--- src/rtl/note_seq_pkg.sv ---
// note_seq_pkg
// Shared definitions for the note sequencer slice: the playback state
// enumeration and the default widths/depth used by note_seq_ctrl and
// note_seq_table.
// No ports (package).
package note_seq_pkg;

  localparam int DEF_BW    = 12;
  localparam int DEF_STEPS = 8;
  localparam int DEF_DUR_W = 8;

  typedef enum logic [1:0] {
    ST_IDLE = 2'd0,
    ST_LOAD = 2'd1,
    ST_PLAY = 2'd2,
    ST_DONE = 2'd3
  } note_state_e;

endpackage

--- src/rtl/note_seq_table.sv ---
// note_seq_table
// Note table register file: STEPS entries of {period, duration}, one
// synchronous write port and one combinational read port. A synchronous
// reset clears every entry to period 0 / duration 0 (an end marker).
// Ports:
//   clk_i, rst_i          clock and synchronous active-high reset
//   we_i, waddr_i         write enable and write address
//   wperiod_i, wdur_i     data to store
//   raddr_i               read address
//   rperiod_o, rdur_o     entry currently addressed by raddr_i
module note_seq_table
  import note_seq_pkg::*;
#(
  parameter int BW    = DEF_BW,
  parameter int STEPS = DEF_STEPS,
  parameter int DUR_W = DEF_DUR_W,
  localparam int AW   = $clog2(STEPS)
) (
  input  logic             clk_i,
  input  logic             rst_i,
  input  logic             we_i,
  input  logic [AW-1:0]    waddr_i,
  input  logic [BW-1:0]    wperiod_i,
  input  logic [DUR_W-1:0] wdur_i,
  input  logic [AW-1:0]    raddr_i,
  output logic [BW-1:0]    rperiod_o,
  output logic [DUR_W-1:0] rdur_o
);

  logic [BW+DUR_W-1:0] mem_q [STEPS];

  // Storage update. A write lands on the clock edge, so a read of the same
  // address in the same cycle still sees the previous contents.
  always_ff @(posedge clk_i) begin
    if (rst_i) begin
      for (int i = 0; i < STEPS; i++) begin
        mem_q[i] <= '0;
      end
    end else if (we_i) begin
      mem_q[waddr_i] <= {wperiod_i, wdur_i};
    end
  end

  // Combinational read split back into the period and duration fields.
  always_comb begin
    rperiod_o = mem_q[raddr_i][BW+DUR_W-1:DUR_W];
    rdur_o    = mem_q[raddr_i][DUR_W-1:0];
  end

endmodule

--- src/rtl/note_seq_ctrl.sv ---
// note_seq_ctrl
// Note sequencer controller. Walks the note table from step 0, holding each
// note for its duration (counted in tick_i strobes) and presenting its
// period to an external tone counter. A duration of 0 marks the end of the
// sequence; reaching the last table step also ends it.
// Optional feature: define NOTE_SEQ_LOOP_EN to add loop_i, which restarts
// the sequence at step 0 instead of finishing.
// Ports:
//   clk_i, rst_i              clock and synchronous active-high reset
//   loop_i                    (NOTE_SEQ_LOOP_EN only) repeat the sequence
//   start_i, stop_i           start from step 0 (IDLE only) / abort anytime
//   tick_i                    duration time-base strobe
//   cfg_we_i, cfg_addr_i,
//   cfg_period_i, cfg_dur_i   note-table write port
//   period_o, tone_en_o       tone counter load value and enable
//   step_o, busy_o, done_o    current step, playback active, finish pulse
module note_seq_ctrl
  import note_seq_pkg::*;
#(
  parameter int BW    = DEF_BW,
  parameter int STEPS = DEF_STEPS,
  parameter int DUR_W = DEF_DUR_W,
  localparam int AW   = $clog2(STEPS)
) (
  input  logic             clk_i,
  input  logic             rst_i,
`ifdef NOTE_SEQ_LOOP_EN
  input  logic             loop_i,
`endif
  input  logic             start_i,
  input  logic             stop_i,
  input  logic             tick_i,
  input  logic             cfg_we_i,
  input  logic [AW-1:0]    cfg_addr_i,
  input  logic [BW-1:0]    cfg_period_i,
  input  logic [DUR_W-1:0] cfg_dur_i,
  output logic [BW-1:0]    period_o,
  output logic             tone_en_o,
  output logic [AW-1:0]    step_o,
  output logic             busy_o,
  output logic             done_o
);

  localparam logic [AW-1:0] LastStep = AW'(STEPS - 1);

  note_state_e      state_q;
  logic [AW-1:0]    step_q;
  logic [BW-1:0]    period_q;
  logic [DUR_W-1:0] durCnt_q;
  logic             toneEn_q;
  logic             busy_q;
  logic             done_q;

  logic [BW-1:0]    rdPeriod;
  logic [DUR_W-1:0] rdDur;
  logic             loopEn;

`ifdef NOTE_SEQ_LOOP_EN
  assign loopEn = loop_i;
`else
  assign loopEn = 1'b0;
`endif

  note_seq_table #(
    .BW    (BW),
    .STEPS (STEPS),
    .DUR_W (DUR_W)
  ) u_table (
    .clk_i     (clk_i),
    .rst_i     (rst_i),
    .we_i      (cfg_we_i),
    .waddr_i   (cfg_addr_i),
    .wperiod_i (cfg_period_i),
    .wdur_i    (cfg_dur_i),
    .raddr_i   (step_q),
    .rperiod_o (rdPeriod),
    .rdur_o    (rdDur)
  );

  // Playback FSM with every output registered alongside the state.
  // An end marker hit after step 0 reports the last step that actually
  // sounded and leaves period_o on that step's period, so the outputs after
  // completion describe the final note rather than the marker entry.
  always_ff @(posedge clk_i) begin
    if (rst_i) begin
      state_q  <= ST_IDLE;
      step_q   <= '0;
      period_q <= '0;
      durCnt_q <= '0;
      toneEn_q <= 1'b0;
      busy_q   <= 1'b0;
      done_q   <= 1'b0;
    end else begin
      done_q <= 1'b0;
      case (state_q)
        ST_IDLE: begin
          if (start_i && !stop_i) begin
            state_q <= ST_LOAD;
            step_q  <= '0;
            busy_q  <= 1'b1;
          end
        end

        ST_LOAD: begin
          if (stop_i) begin
            state_q  <= ST_IDLE;
            toneEn_q <= 1'b0;
            busy_q   <= 1'b0;
            durCnt_q <= '0;
          end else if (rdDur == '0) begin
            if (loopEn && (step_q != '0)) begin
              step_q <= '0;
            end else begin
              state_q <= ST_DONE;
              busy_q  <= 1'b0;
              done_q  <= 1'b1;
              if (step_q != '0) begin
                step_q <= step_q - AW'(1);
              end
            end
          end else begin
            state_q  <= ST_PLAY;
            period_q <= rdPeriod;
            durCnt_q <= rdDur;
            toneEn_q <= (rdPeriod != '0);
          end
        end

        ST_PLAY: begin
          if (stop_i) begin
            state_q  <= ST_IDLE;
            toneEn_q <= 1'b0;
            busy_q   <= 1'b0;
            durCnt_q <= '0;
          end else if (tick_i && (durCnt_q != '0)) begin
            if (durCnt_q == DUR_W'(1)) begin
              durCnt_q <= '0;
              toneEn_q <= 1'b0;
              if (step_q == LastStep) begin
                if (loopEn) begin
                  state_q <= ST_LOAD;
                  step_q  <= '0;
                end else begin
                  state_q <= ST_DONE;
                  busy_q  <= 1'b0;
                  done_q  <= 1'b1;
                end
              end else begin
                state_q <= ST_LOAD;
                step_q  <= step_q + AW'(1);
              end
            end else begin
              durCnt_q <= durCnt_q - DUR_W'(1);
            end
          end
        end

        ST_DONE: begin
          state_q  <= ST_IDLE;
          toneEn_q <= 1'b0;
          busy_q   <= 1'b0;
        end

        default: begin
          state_q  <= ST_IDLE;
          toneEn_q <= 1'b0;
          busy_q   <= 1'b0;
        end
      endcase
    end
  end

  assign period_o  = period_q;
  assign tone_en_o = toneEn_q;
  assign step_o    = step_q;
  assign busy_o    = busy_q;
  assign done_o    = done_q;

endmodule

--- config.mk ---
export PLATFORM = sky130hd
export DESIGN_NAME = note_seq_ctrl
export DESIGN_NICKNAME = d
export VERILOG_FILES = /design/src/rtl/note_seq_pkg.sv /design/src/rtl/note_seq_table.sv /design/src/rtl/note_seq_ctrl.sv
export SDC_FILE = /design/constraint.sdc
export NUM_CORES = 1
export LEC_CHECK = 0
export CAP_MARGIN = 15
export CORE_MARGIN = 1
export CORE_UTILIZATION = 30
export CTS_BUF_LIST = sky130_fd_sc_hd__clkbuf_2
export CTS_CLUSTER_DIAMETER = 100
export DETAILED_ROUTE_END_ITERATION = 10
export GPL_TIMING_DRIVEN = 0
export HOLD_SLACK_MARGIN = 0.02
export PLACE_DENSITY = 0.57
export SETUP_SLACK_MARGIN = 0.15
export SYNTH_ARGS = -nofsm -noshare
export SYNTH_HDL_FRONTEND = slang
export SYNTH_SLANG_ARGS = --single-unit
export TNS_END_PERCENT = 5
--- constraint.sdc ---
create_clock -name clk_i -period 2.7 [get_ports clk_i]
set_input_delay 0.54 -clock clk_i [delete_from_list [all_inputs] [get_ports clk_i]]
set_output_delay 0.54 -clock clk_i [all_outputs]
set_load 0.01 [all_outputs]
## After elaboration in Yosys (flattened, before gate mapping)

Memories as Yosys holds them, arrays and structs flattened. A register that Yosys moved wholly into a read port is not among the register bits.
Index checks and enable logic that the tools add are counted.

| cells by class | value |
|---|---|
| add/sub/neg operators | 3 |
| equal/unequal tests | 18 |
| multiplexer cells | 54 |
| bitwise logic cells | 2 |
| reductions and logical operators | 18 |

Operators by type and width:

| operator | number |
|---|---|
| 2-to-1 mux 8 bit | 5 |
| 2-to-1 mux 3 bit | 11 |
| 2-to-1 mux 1 bit | 25 |
| 2-to-1 mux 20 bit | 1 |
| OR reduction 20 bit | 1 |
| inequality test 2 bit, second input constant | 8 |
| case mux 8 bit (2 select lines) | 1 |
| inequality test 3 bit, second input constant | 5 |
| 2-to-1 mux 2 bit | 6 |
| nonzero test 12 bit | 1 |
| case mux 3 bit (3 select lines) | 1 |
| AND reduction 3 bit | 3 |
| AND reduction 9 bit | 1 |
| nonzero test 3 bit | 3 |
| equality test 8 x 1 -> 1 bit, second input constant | 1 |
| zero test 8 bit | 1 |
| case mux 2 bit (4 select lines) | 1 |
| nonzero test 8 bit | 1 |
| subtractor 8 x 1 -> 8 bit, second input constant | 1 |
| AND reduction 5 bit | 1 |
| equality test 2 bit, second input constant | 2 |
| case mux 1 bit (4 select lines) | 1 |
| AND reduction 4 bit | 1 |
| adder 3 x 1 -> 3 bit, second input constant | 1 |
| 10 further kinds | 12 |

| word-level totals | value |
|---|---|
| flip-flop bits (word level) | 28 |
| bits in writable memories | 160 |
| bits of input ports | 29 |
| output and inout bits | 18 |
| logic and storage cells | 103 |
| memories kept | 1 |

Memories:

| memory | words | bits a word | rd ports | clocked after memory_dff | wr ports | line | source |
|---|---|---|---|---|---|---|---|
| u_table.mem_q | 8 | 20 | 1 | 1 | 8 | note_seq_table.sv:30 | `logic [BW+DUR_W-1:0] mem_q [STEPS];` |

## Depth between registers and ports, before layout

Gate-level depths: netlist (run 1).

| depth | value |
|---|---|
| word-level depth | 8 |
| mapped depth | 11 |
| gate-level depth less buffers | 8 |

## Hierarchy

A second synthesis (run 1) with hierarchy kept.

| unflattened totals | value |
|---|---|
| cells, all modules | 654 |
| area total of the unflattened synthesis | 8932.3 um^2 |

Modules (own cells, without submodules):

| module | instances | cells each | area each (um^2) | seq. area each (um^2) |
|---|---|---|---|---|
| note_seq_table | 1 | 462 | 7280.7 | 4804.6 |
| note_seq_ctrl | 1 | 192 | 1651.6 | 560.5 |

## Least setup slack after synthesis (run 1)

No wires, ideal clock.

| timing path | value |
|---|---|
| kind | flip-flop to flip-flop |
| start point | register (tool-made name) |
| end point | register toneEn_q (netlist: tone_en_o) |
| setup time | 0.129 ns |
| arrival | 2.290 ns |
| required time | 2.571 ns |
| slack | 0.281 ns |
| cell stages (with the launch flop) | 8 |
| path buffers | 3 |
| period minus slack after synthesis | 2.419 ns |
| cell sequence | dfxtp_1 -> buf_2 -> buf_2 -> buf_2 -> mux2_2 -> or4_1 -> o311ai_1 -> mux2i_1 |

RTL lines:

| what | line | source |
|---|---|---|
| end signal: assignment | note_seq_ctrl.sv:125 | `toneEn_q <= (rdPeriod != '0);` |
| end: declaration | note_seq_ctrl.sv:50 | `logic toneEn_q;` |

==> metrics.md, run 1 <==
| Metric | Value |
|---|---|
| Reg2Reg Depth | `8` |
| WL/cell | `20.5 µm` |
| Hold Path Sink | `durCnt_q[2]` |
| Type of the worst setup path | `reg -> reg` |
| Crit path cell chain | `buf_12 > mux4_1 > mux2_4 > a211oi_4 > buf_4 > nand4_4 > a221oi_2 > mux2i_1` |
| Count of cell types in the netlist | `61` |
| Starting Density | `0.307` |
| Hold Path Class | `in -> reg` |
| Worst R2R Setup Slack | `180 ps` |
| Area grow syn2layout | `16.1%` |
| Fill cells | `2,957` |
| Min Tclk post-route | `2520 ps` |
| DP Area | `10,100 µm²` |
| Period Utilization, post-route | `0.934` |
| Hold path startpoint | `rst_i` |
| CTS Hold Buffers Added | `0` |
| Fmax | `397 MHz` |
| Clock-pin transition on the worst setup and hold timing paths | `290 ps` |
| GRT Overall Usage | `0.159` |
| Cell leakage power | `3.55 nW` |
| Startpoint Class | `flip-flop` |
| Least-Margin Pin Slew | `772 ps` |
| Max-cap viol count | `0` |
| Maximum VDD drop | `0.000182 V` |
| Share of power burned in registers | `0.584` |
| P per Cell Area | `554 nW/µm²` |
| Pin count of the biggest net entering global routing | `21` |
| Worst slack at placement | `-628 ps` |
| Max transition margin | `0.480` |
| Drt pass-1 iters | `5` |
| Root Driver | `clkbuf_2` |
| Clk sinks | `191` |
| H-tree levels | `4` |
| CP Capture Type | `flip-flop` |
| Cells after Synth | `690` |
| Mean Syn Cell Area | `13.3 µm²` |
| Switching share of total power | `0.289` |
| Post-synthesis sequential area ratio | `0.589` |
| RSZ-0062 raised after global routing | `yes` |
| Clock network fraction of design power | `0.242` |
| DIE HEIGHT | `177 µm` |
| Core box area | `30,000 µm²` |
| EDFF count, synth | `160` |
| Num rows | `63` |
| Post-Layout Inst Area | `10,700 µm²` |
| WP data required | `3440 ps` |
| Worst setup margin | `179 ps` |
| Mapped cell area | `9210 µm²` |
| Area contributors post-synth | `edfxtp_1 (52%), and2_1 (11%), dfxtp_1 (6.7%)` |
| Internal Power | `4.21 mW` |
| Share of cells above drive strength 1 | `0.157` |
| Post-synth top area share | `0.522` |
| Gpl congestion | `0.812` |
| Top_reg_cell synth | `edfxtp_1` |
| Die ar. | `31,400 µm²` |
| WP data arrival | `3260 ps` |
| Clock Latency Late Sink | `780 ps` |
| Vias in the first global route | `5,990` |
| Routed Antenna Nets | `0` |
| NetSw | `1.71 mW` |
| Port buffer count | `45` |
| Crit-path slowest cell | `mux4_1` |
| Top cells by count, synth | `and2_1 (160), edfxtp_1 (160), dfxtp_1 (31)` |
| Max Fanout on Critical Path | `9` |
| Fin. Hold Viols | `0` |
| Logic gate share of total power | `0.174` |
| Die width | `177 µm` |
| Leading area contributor after synthesis | `edfxtp_1` |
| Routed wire length | `24.0 mm` |
| Synth Warn # | `0` |
| Initial antenna violation count | `2` |
| Final setup viols | `0` |
| Total grt overflow | `0` |
| First-pass GRT wire length | `36.6 mm` |
| Iteration-0 DRC Markers | `480` |
| Via/cell ratio | `5.04` |
| Num CTS Buffers | `17` |
| #FFs+latches synth | `191` |
| Clk buf depth | `2` |
| Vias | `5,889` |
| FF-to-FF End | `busy_o` |
| CP max stage delay | `550 ps` |
| Synthesized Nets | `726` |
| Fin. max-slew vios | `0` |
| Post-detail-place hpwl | `15.2 mm` |
| CTS tree | `yes` |
| I/O pin total | `47` |
| Hold path depth | `3` |
| Post-synth ARST share | `0` |
| DRC | `0` |
| Status | `completed` |
| Worst clock skew | `43.6 ps` |
| Nets | `799` |
-- flip-flops by register name, summed over array words and instances, names as in the netlist, named ones only --
| name | count |
|---|---|
| done_o | 1 |
| state_q | 2 |
| u_table.mem_q | 160 |
| durCnt_q | 8 |
| tone_en_o | 1 |
| step_o | 3 |
| busy_o | 1 |
| period_o | 12 |
-- power by group through the flow --
stage / Clock (mW) / Combinational (mW) / Sequential, mW
final: 1.43 / 1.03 / 3.46
after detailed placement: 0 / 0.912 / 3.52
after CTS: 1.46 / 0.995 / 3.46
after floorplan: 0 / 0.567 / 3.50
after global placement: 0 / 0.907 / 3.52
after global routing: 1.58 / 1.11 / 3.48
-- what timing repair did --
action                                  4_1_cts  5_1_grt
cloned                                        1        0
endpoints found under the setup margin       30       28
gates resized for setup                      50       12
pin swaps                                     6        5
hold endpoints to repair                      0        0
buffers inserted                              5        3
-- how the worst max path moves through the flow --
stage | to | from | depth (start not counted) | slack, ps
global placement | tone_en_o | flip-flop | 9 | -640
global route | period_o[5] | flip-flop | 9 | 120
finish | busy_o | flip-flop | 8 | 180
CTS | busy_o | flip-flop | 8 | 140
floorplan | tone_en_o | flip-flop | 7 | 280
detailed placement | tone_en_o | flip-flop | 9 | -630
-- layer usage --
layer	wire length (µm)	part of all wire	GRT usage	vias up
met5	0	0	0	-
met4	282	0.012	0.0474	0
met3	1200	0.050	0.0262	18
met2	11400	0.47	0.262	181
met1	11100	0.46	0.215	2949
li1	-	-	-	2741
-- final cells by class --
| cell class | count | area, µm² | share of cell area |
|---|---|---|---|
| Clock buffer | 17 | 85.1 | 0.00796 |
| Clock inverter | 15 | 149 | 0.0139 |
| Buffer | 46 | 305 | 0.0286 |
| Multi-Input combinational cell | 442 | 3660 | 0.343 |
| Timing Repair Buffer | 54 | 515 | 0.0482 |
| Inverter | 11 | 45.0 | 0.00422 |
| Tap cell | 390 | 488 | 0.0457 |
| Antenna cell | 2 | 5.00 | 0.000468 |
| Sequential cell | 191 | 5430 | 0.508 |
-- per-stage QoR --
stage / instances / hold slack [ps] / power (mW) / utilization / setup TNS [ps]
2_1_floorplan: 690 / 477 / 4.07 / - / 0
3_3_place_gp: 1125 / 462 / 4.42 / 0.339 / -9830
6_report: 1168 / 362 / 5.92 / 0.357 / 0
3_5_place_dp: 1125 / 469 / 4.43 / 0.339 / -12720
5_1_grt: 1167 / 339 / 6.16 / 0.357 / 0
4_1_cts: 1163 / 281 / 5.91 / 0.354 / 0
-- layout by cell type, fill, tap and decap left out, types with 4 or more instances in the layout --
cell type	instances
nand3_1	9
clkbuf_1	27
a311oi_1	4
nor3b_1	6
and2_1	160
inv_8	4
nor3_1	23
mux4_1	13
o21ai_0	7
clkdlybuf4s50_1	45
nor4_1	4
mux2i_1	13
a211oi_1	4
inv_1	10
clkbuf_2	17
ha_1	6
o32ai_1	6
nand2_1	16
or2_2	10
edfxtp_1	160
a21oi_1	19
nor2b_1	7
nor2_1	27
dfxtp_1	29
nand2b_1	15
buf_4	10
mux4_2	22
buf_6	10
buf_2	4
a221oi_1	12
-- cells by family (layout without fill, tap and decap cells) --
group	Yosys count	count (layout)	synth area share
compound gates	80	80	0.0641
xor+xnor	1	1	0.000952
fa+ha+maj	7	7	0.0103
buf+inv	57	143	0.0281
flops	191	191	0.589
mux	60	60	0.119
other cells	0	2	0
simple gates	294	294	0.188
-- worst max-delay path, delay by kind of cell, from the launching register on --
family	cells	cell delay, ps
buffers and inverters	2	310
AND/OR/NAND/NOR	1	150
flip-flops	1	400
AO/OA/AOI/OAI	2	570
multiplexers	3	1070
(Power assumes the default switching activity.)
==> run 2: changes to the inputs <==
--- a/config.mk
+++ b/config.mk
@@ -14,7 +14,8 @@
 export GPL_TIMING_DRIVEN = 0
 export HOLD_SLACK_MARGIN = 0.02
 export PLACE_DENSITY = 0.57
-export SETUP_SLACK_MARGIN = 0.15
+export SETUP_SLACK_MARGIN = 0.02
+export SKIP_CTS_REPAIR_TIMING = 1
 export SYNTH_ARGS = -nofsm -noshare
 export SYNTH_HDL_FRONTEND = slang
 export SYNTH_SLANG_ARGS = --single-unit
==> run 2 against run 1 <==
Against the previous run:
- first-iteration DRC count is 3.8% higher
- critical path depth fell by 3
- combinational power decreased by 7%
- hold slack gained 0.88 ps
- register-to-register slack worse by 180 ps
- final area decreased by 1.5%
- core utilization decreased by 0.52 points
- via count fell by 0.53%
- routed wire length is 0.76% lower
- largest cell class unchanged
==> metrics.md, run 2 (synthesized netlist as in run 1, its figures left out) <==
| Metric | Value |
|---|---|
| Type of the worst setup path | `reg -> reg` |
| Post-detail-place hpwl | `15.2 mm (unchanged)` |
| Fin. max-slew vios | `0 (unchanged)` |
| Hold Path Class | `in -> reg` |
| Die width | `177 µm (unchanged)` |
| Port buffer count | `45 (unchanged)` |
| Max transition margin | `0.465 (-0.0151)` |
| RSZ-0062 raised after global routing | `yes` |
| Least-Margin Pin Slew | `799 ps (+26.8 ps)` |
| GRT Overall Usage | `0.158 (-0.00142)` |
| Hold path startpoint | `rst_i` |
| Clock-pin transition on the worst setup and hold timing paths | `290 ps (about the same)` |
| DIE HEIGHT | `177 µm (unchanged)` |
| Final setup viols | `0 (unchanged)` |
| Overall power | `5.86 mW (-1.0%)` |
| Vias in the first global route | `5,887 (-1.7%)` |
| Root Driver | `clkbuf_2` |
| Switching share of total power | `0.289 (+0.000495)` |
| Dpl cells | `1,125 (unchanged)` |
| Fill cells | `2,972 (+0.51%)` |
| Fin cells | `1,158 (-0.86%)` |
| Share of cells above drive strength 1 | `0.141 (-0.0162)` |
| Period Utilization, post-route | `0.999 (+0.0656)` |
| Routed wire length | `23.8 mm (-0.76%)` |
| Drt pass-1 iters | `7 (+2)` |
| Setup_tns | `0 ps (unchanged)` |
| DP Area | `10,100 µm² (unchanged)` |
| DRC | `0 (unchanged)` |
| CTS tree | `yes` |
| I/O pin total | `47 (unchanged)` |
| Core box area | `30,000 µm² (unchanged)` |
| CP Capture Type | `flip-flop` |
| Clk buf depth | `2 (unchanged)` |
| WP data required | `3380 ps (-60 ps)` |
| Routed Antenna Nets | `0 (unchanged)` |
| Total grt overflow | `0 (unchanged)` |
| WL/cell | `20.5 µm (about the same)` |
| Fin. Hold Viols | `0 (unchanged)` |
| Num rows | `63 (unchanged)` |
| Clk sinks | `191 (unchanged)` |
| Status | `completed` |
| Clock Latency Late Sink | `780 ps (about the same)` |
| Min Tclk post-route | `2700 ps (+177 ps)` |
| Die ar. | `31,400 µm² (unchanged)` |
| Post-Layout Inst Area | `10,500 µm² (-1.5%)` |
| Via/cell ratio | `5.06 (+0.33%)` |
| Num CTS Buffers | `17 (unchanged)` |
| Clock network fraction of design power | `0.245 (+0.003)` |
| Commonest cells after routing, fill and taps aside | `and2_1 (160), edfxtp_1 (160), clkdlybuf4s50_1 (45)` |
| Internal Power | `4.16 mW (-1.1%)` |
| Worst clock skew | `38.5 ps (-5.11 ps)` |
| First-pass GRT wire length | `36.2 mm (-0.94%)` |
| NetSw | `1.69 mW (-0.84%)` |
| Max Fanout on Critical Path | `9 (unchanged)` |
| Final Util | `0.351 (-0.00522)` |
| H-tree levels | `4 (unchanged)` |
| Area grow syn2layout | `14.4%` |
| Starting Density | `0.307 (unchanged)` |
| Startpoint Class | `flip-flop` |
| Maximum VDD drop | `0.000180 V (-0.85%)` |
| WP data arrival | `3370 ps (+110 ps)` |
| Logic gate share of total power | `0.164 (-0.010)` |
| Vias | `5,858 (-0.53%)` |
| Fmax | `371 MHz (-6.6%)` |
| Nets | `789 (-1.3%)` |
| Cell leakage power | `3.48 nW (-2.0%)` |
| Pin count of the biggest net entering global routing | `21 (unchanged)` |
| Biggest register | `u_table.mem_q` |
| Gpl congestion | `0.812 (unchanged)` |
| Max FFs per register | `160 (unchanged)` |
| Share of power burned in registers | `0.591 (+0.007)` |
| P per Cell Area | `556 nW/µm² (+0.46%)` |
| Max-cap viol count | `0 (unchanged)` |
| Iteration-0 DRC Markers | `498 (+3.8%)` |
| Initial antenna violation count | `3 (+1)` |
-- run 2: area by class of cell --
cell class | instances | area (µm²) | share of cell area
sequential | 191 | 5430 | 0.516
tap | 390 | 488 | 0.0464
timing repair buffer | 45 | 450 | 0.0428
inverter | 11 | 41.3 | 0.00392
clock buffer | 17 | 85.1 | 0.00808
antenna | 2 | 5.00 | 0.000475
multi-input combinational | 442 | 3620 | 0.344
buffer | 45 | 254 | 0.0241
clock inverter | 15 | 149 | 0.0141
-- run 2: worst max-delay path, stage by stage, from the launching register on --
cell and delay, ps:
dfxtp_2 390, buf_6 160, mux4_1 620, o221ai_1 490, a41oi_1 430, o41ai_2 500
-- run 2: metrics by stage --
step / hold WS (ps) / setup WS, ps
4_1_cts: 287 / -648
6_report: 363 / 2.22
5_1_grt: 318 / -109
2_1_floorplan: 477 / 281
3_5_place_dp: 469 / -628
3_3_place_gp: 462 / -638
-- run 2: power groups by stage --
stage               sequential (mW)  combinational, mW  clock, mW
floorplan                      3.50              0.567          0
global placement               3.52              0.907          0
detailed placement             3.52              0.912          0
CTS                            3.46              0.914       1.46
global route                   3.48               1.04       1.58
finish                         3.46              0.963       1.43
-- run 2: final timing paths --
path	endpoint	slack (ps)	cells past startpoint
worst max register to register	flip-flop	2	5
worst min register to register	period_o[8]	490	2
worst min-delay path	durCnt_q[2]	360	3
worst max-delay path	flip-flop	2	5
-- run 2: per-layer routing --
metal,vias up,part of all wire,global-route usage
li1,2718,-,-
met4,0,0.011,0.0427
met5,-,0,0
met3,14,0.061,0.0268
met1,2937,0.46,0.214
met2,189,0.47,0.259
==> run 3: changes to the inputs <==
--- a/config.mk
+++ b/config.mk
@@ -6,14 +6,13 @@
 export NUM_CORES = 1
 export LEC_CHECK = 0
 export CAP_MARGIN = 15
-export CORE_MARGIN = 1
 export CORE_UTILIZATION = 30
 export CTS_BUF_LIST = sky130_fd_sc_hd__clkbuf_2
 export CTS_CLUSTER_DIAMETER = 100
 export DETAILED_ROUTE_END_ITERATION = 10
 export GPL_TIMING_DRIVEN = 0
 export HOLD_SLACK_MARGIN = 0.02
-export PLACE_DENSITY = 0.57
+export PLACE_DENSITY = 0.58
 export SETUP_SLACK_MARGIN = 0.02
 export SKIP_CTS_REPAIR_TIMING = 1
 export SYNTH_ARGS = -nofsm -noshare
==> constraint.sdc (replaced) <==
create_clock -name clk_i -period 2.4 [get_ports clk_i]
set_input_delay 0.48 -clock clk_i [delete_from_list [all_inputs] [get_ports clk_i]]
set_output_delay 0.48 -clock clk_i [all_outputs]
set_load 0.01 [all_outputs]
==> run 3 against run 2 <==
Against the previous run:
- the flow now finishes with violations (negative setup slack)
- worst setup slack lost 190 ps
- hold slack lost 130 ps
- sequential power grew 12%
- via count shrank 0.19%
- register-to-register slack lost 190 ps
- non-clock buffer count grew 5
- sequential cell count is the same
- die area is the same
- cell count grew 0.43%
- critical path depth grew 4
- highest routed layer unchanged
==> metrics.md, run 3 (synthesized netlist as in run 1, its figures left out) <==
| Metric | Value |
|---|---|
| Failing checks | `negative setup slack` |
| Vias in the first global route | `5,841 (-0.78%)` |
| CTS tree | `yes` |
| Cell family with most CP delay | `multiplexers` |
| Total grt overflow | `0 (unchanged)` |
| Fin. max-slew vios | `0 (unchanged)` |
| Num rows | `63 (unchanged)` |
| Post-detail-place hpwl | `15.3 mm (+0.16%)` |
| Switching share of total power | `0.291 (+0.00196)` |
| DIE HEIGHT | `177 µm (unchanged)` |
| Worst clock skew | `44.1 ps (+5.68 ps)` |
| Routed Antenna Nets | `0 (unchanged)` |
| First-pass GRT wire length | `35.6 mm (-1.7%)` |
| Share of cells above drive strength 1 | `0.158 (+0.0172)` |
| GRT met3 Usage | `0.0268 (unchanged)` |
| Core box area | `30,000 µm² (unchanged)` |
| Gpl congestion | `0.841 (+3.5%)` |
| GR peak layer | `met2` |
| Max FFs per register | `160 (unchanged)` |
| WP data arrival | `3300 ps (-70 ps)` |
| Pin count of the biggest net entering global routing | `21 (unchanged)` |
| Fmax | `386 MHz (+4.3%)` |
| Starting Density | `0.307 (unchanged)` |
| Cell leakage power | `3.57 nW (+2.6%)` |
| Type of the worst setup path | `reg -> reg` |
| Clock network fraction of design power | `0.264 (+0.019)` |
| Root Driver | `clkbuf_2` |
| RSZ-0062 raised after global routing | `yes` |
| Via/cell ratio | `5.03 (-0.62%)` |
| CP Capture Type | `flip-flop` |
| Clk buf depth | `2 (unchanged)` |
| Least-Margin Pin Slew | `859 ps (+60.2 ps)` |
| Final Util | `0.357 (+0.00572)` |
| Clock Latency Late Sink | `780 ps (about the same)` |
| FF/Latch Area | `5440 µm² (about the same)` |
| Max-cap viol count | `0 (unchanged)` |
| Overall power | `6.83 mW (+17%)` |
| GRT Overall Usage | `0.157 (-0.00104)` |
| Setup_tns | `-3830 ps (-3830 ps)` |
| Max Fanout on Critical Path | `10 (+1)` |
| Min Tclk post-route | `2590 ps (-110 ps)` |
| Clock-pin transition on the worst setup and hold timing paths | `310 ps (+20 ps)` |
| Die ar. | `31,400 µm² (unchanged)` |
| Die width | `177 µm (unchanged)` |
| Crit-path slowest cell | `mux4_2` |
| P per Cell Area | `639 nW/µm² (+15%)` |
| NetSw | `1.99 mW (+17%)` |
| Logic gate share of total power | `0.166 (+0.002)` |
| I/O pin total | `47 (unchanged)` |
| Biggest register | `u_table.mem_q` |
| WP data required | `3110 ps (-270 ps)` |
| Multi-input logic area | `3670 µm² (+1.4%)` |
| GRT met2 Usage | `0.257 (-0.00130)` |
| CP most frequent cell | `buf_8` |
| CP max stage delay | `500 ps (-120 ps)` |
| Final setup viols | `30 (+30)` |
| GR Util met1 | `0.210 (-0.00416)` |
| Maximum VDD drop | `0.000352 V (+95%)` |
| Routed wire length | `24.0 mm (+0.74%)` |
| Period Utilization, post-route | `1.08 (+0.0791)` |
| Port buffer count | `45 (unchanged)` |
| Initial antenna violation count | `1 (-2)` |
| Hold path startpoint | `rst_i` |
| Drt pass-1 iters | `7 (unchanged)` |
| Fin. Hold Viols | `0 (unchanged)` |
| H-tree levels | `4 (unchanged)` |
| Worst slack at placement | `-924 ps (-296 ps)` |
| Num CTS Buffers | `17 (unchanged)` |
| Share of power burned in registers | `0.570 (-0.021)` |
| Internal Power | `4.84 mW (+16%)` |
| Crit path cell chain | `buf_12 > mux4_2 > mux2_4 > a211oi_4 > and4_4 > buf_8 > buf_8 > o21ai_0 > a21oi_1` |
| Status | `finished with violations` |
| Clk sinks | `191 (unchanged)` |
| Vias | `5,847 (-0.19%)` |
| Worst setup margin | `-188 ps (-190 ps)` |
| Max transition margin | `0.422 (-0.0435)` |
| Fin cells | `1,163 (+0.43%)` |
| Dpl cells | `1,125 (unchanged)` |
| Commonest cells after routing, fill and taps aside | `and2_1 (160), edfxtp_1 (160), clkdlybuf4s50_1 (44)` |
| Startpoint Class | `flip-flop` |
| Buf+Inv Stages, Crit Path | `3 (+2)` |
| Fill cells | `2,858 (-3.8%)` |
| WL/cell | `20.6 µm (+0.31%)` |
| Nets | `794 (+0.63%)` |
| Area grow syn2layout | `16.2%` |
| Hold Path Class | `in -> reg` |
| DRC | `0 (unchanged)` |
| Iteration-0 DRC Markers | `538 (+8.0%)` |
## run 3: changes by cell type in the layout (fill, tap and decap cells not counted), sizes merged
cell	change
clkinv	+1
bufinv	+1
dlymetal6s2s	+1
inv	-1
clkdlybuf4s50	-1
clkinvlp	-1
buf	+5
## run 3: stage by stage
step	hold WS, ps	instance area (µm²)
global placement	461	10200
finish	230	10700
global route	218	10700
CTS	189	10400
floorplan	477	9210
detailed placement	470	10200
## run 3: power groups by stage
stage	logic [mW]	registers (mW)	clock network (mW)
final	1.14	3.89	1.80
after global routing	1.22	3.92	1.96
after detailed placement	1.03	3.96	0
after CTS	1.03	3.89	1.83
after floorplan	0.640	3.94	0
after global placement	1.02	3.96	0
## run 3: area by class of cell
class | instances | share of cell area
Tap cell | 390 | 0.0456
Antenna cell | 2 | 0.000468
Sequential cell | 191 | 0.508
Timing Repair Buffer | 50 | 0.0458
Multi-Input combinational cell | 442 | 0.343
Buffer | 45 | 0.0265
Clock buffer | 17 | 0.00795
Clock inverter | 15 | 0.0184
Inverter | 11 | 0.00386
## run 3: path summary, 6_finish.rpt
kind / end / slack (ps) / depth (start not counted)
worst min register to register: period_o[5] / 500 / 2
worst min-delay path: durCnt_q[2] / 230 / 3
worst max-delay path: period_o[9] / -190 / 9
worst max register to register: period_o[9] / -190 / 9
## run 3: per-layer routing
| metal | wire length, µm | vias to the layer above |
|---|---|---|
| li1 | - | 2724 |
| met1 | 11000 | 2903 |
| met2 | 11500 | 195 |
| met3 | 1120 | 25 |
| met4 | 352 | 0 |
| met5 | 0 | - |
## run 3: worst min-delay path: cells and delay by family
family | cells | cell delay, ps
compound gates | 1 | 60
buf+inv | 1 | 280
simple gates | 1 | 180
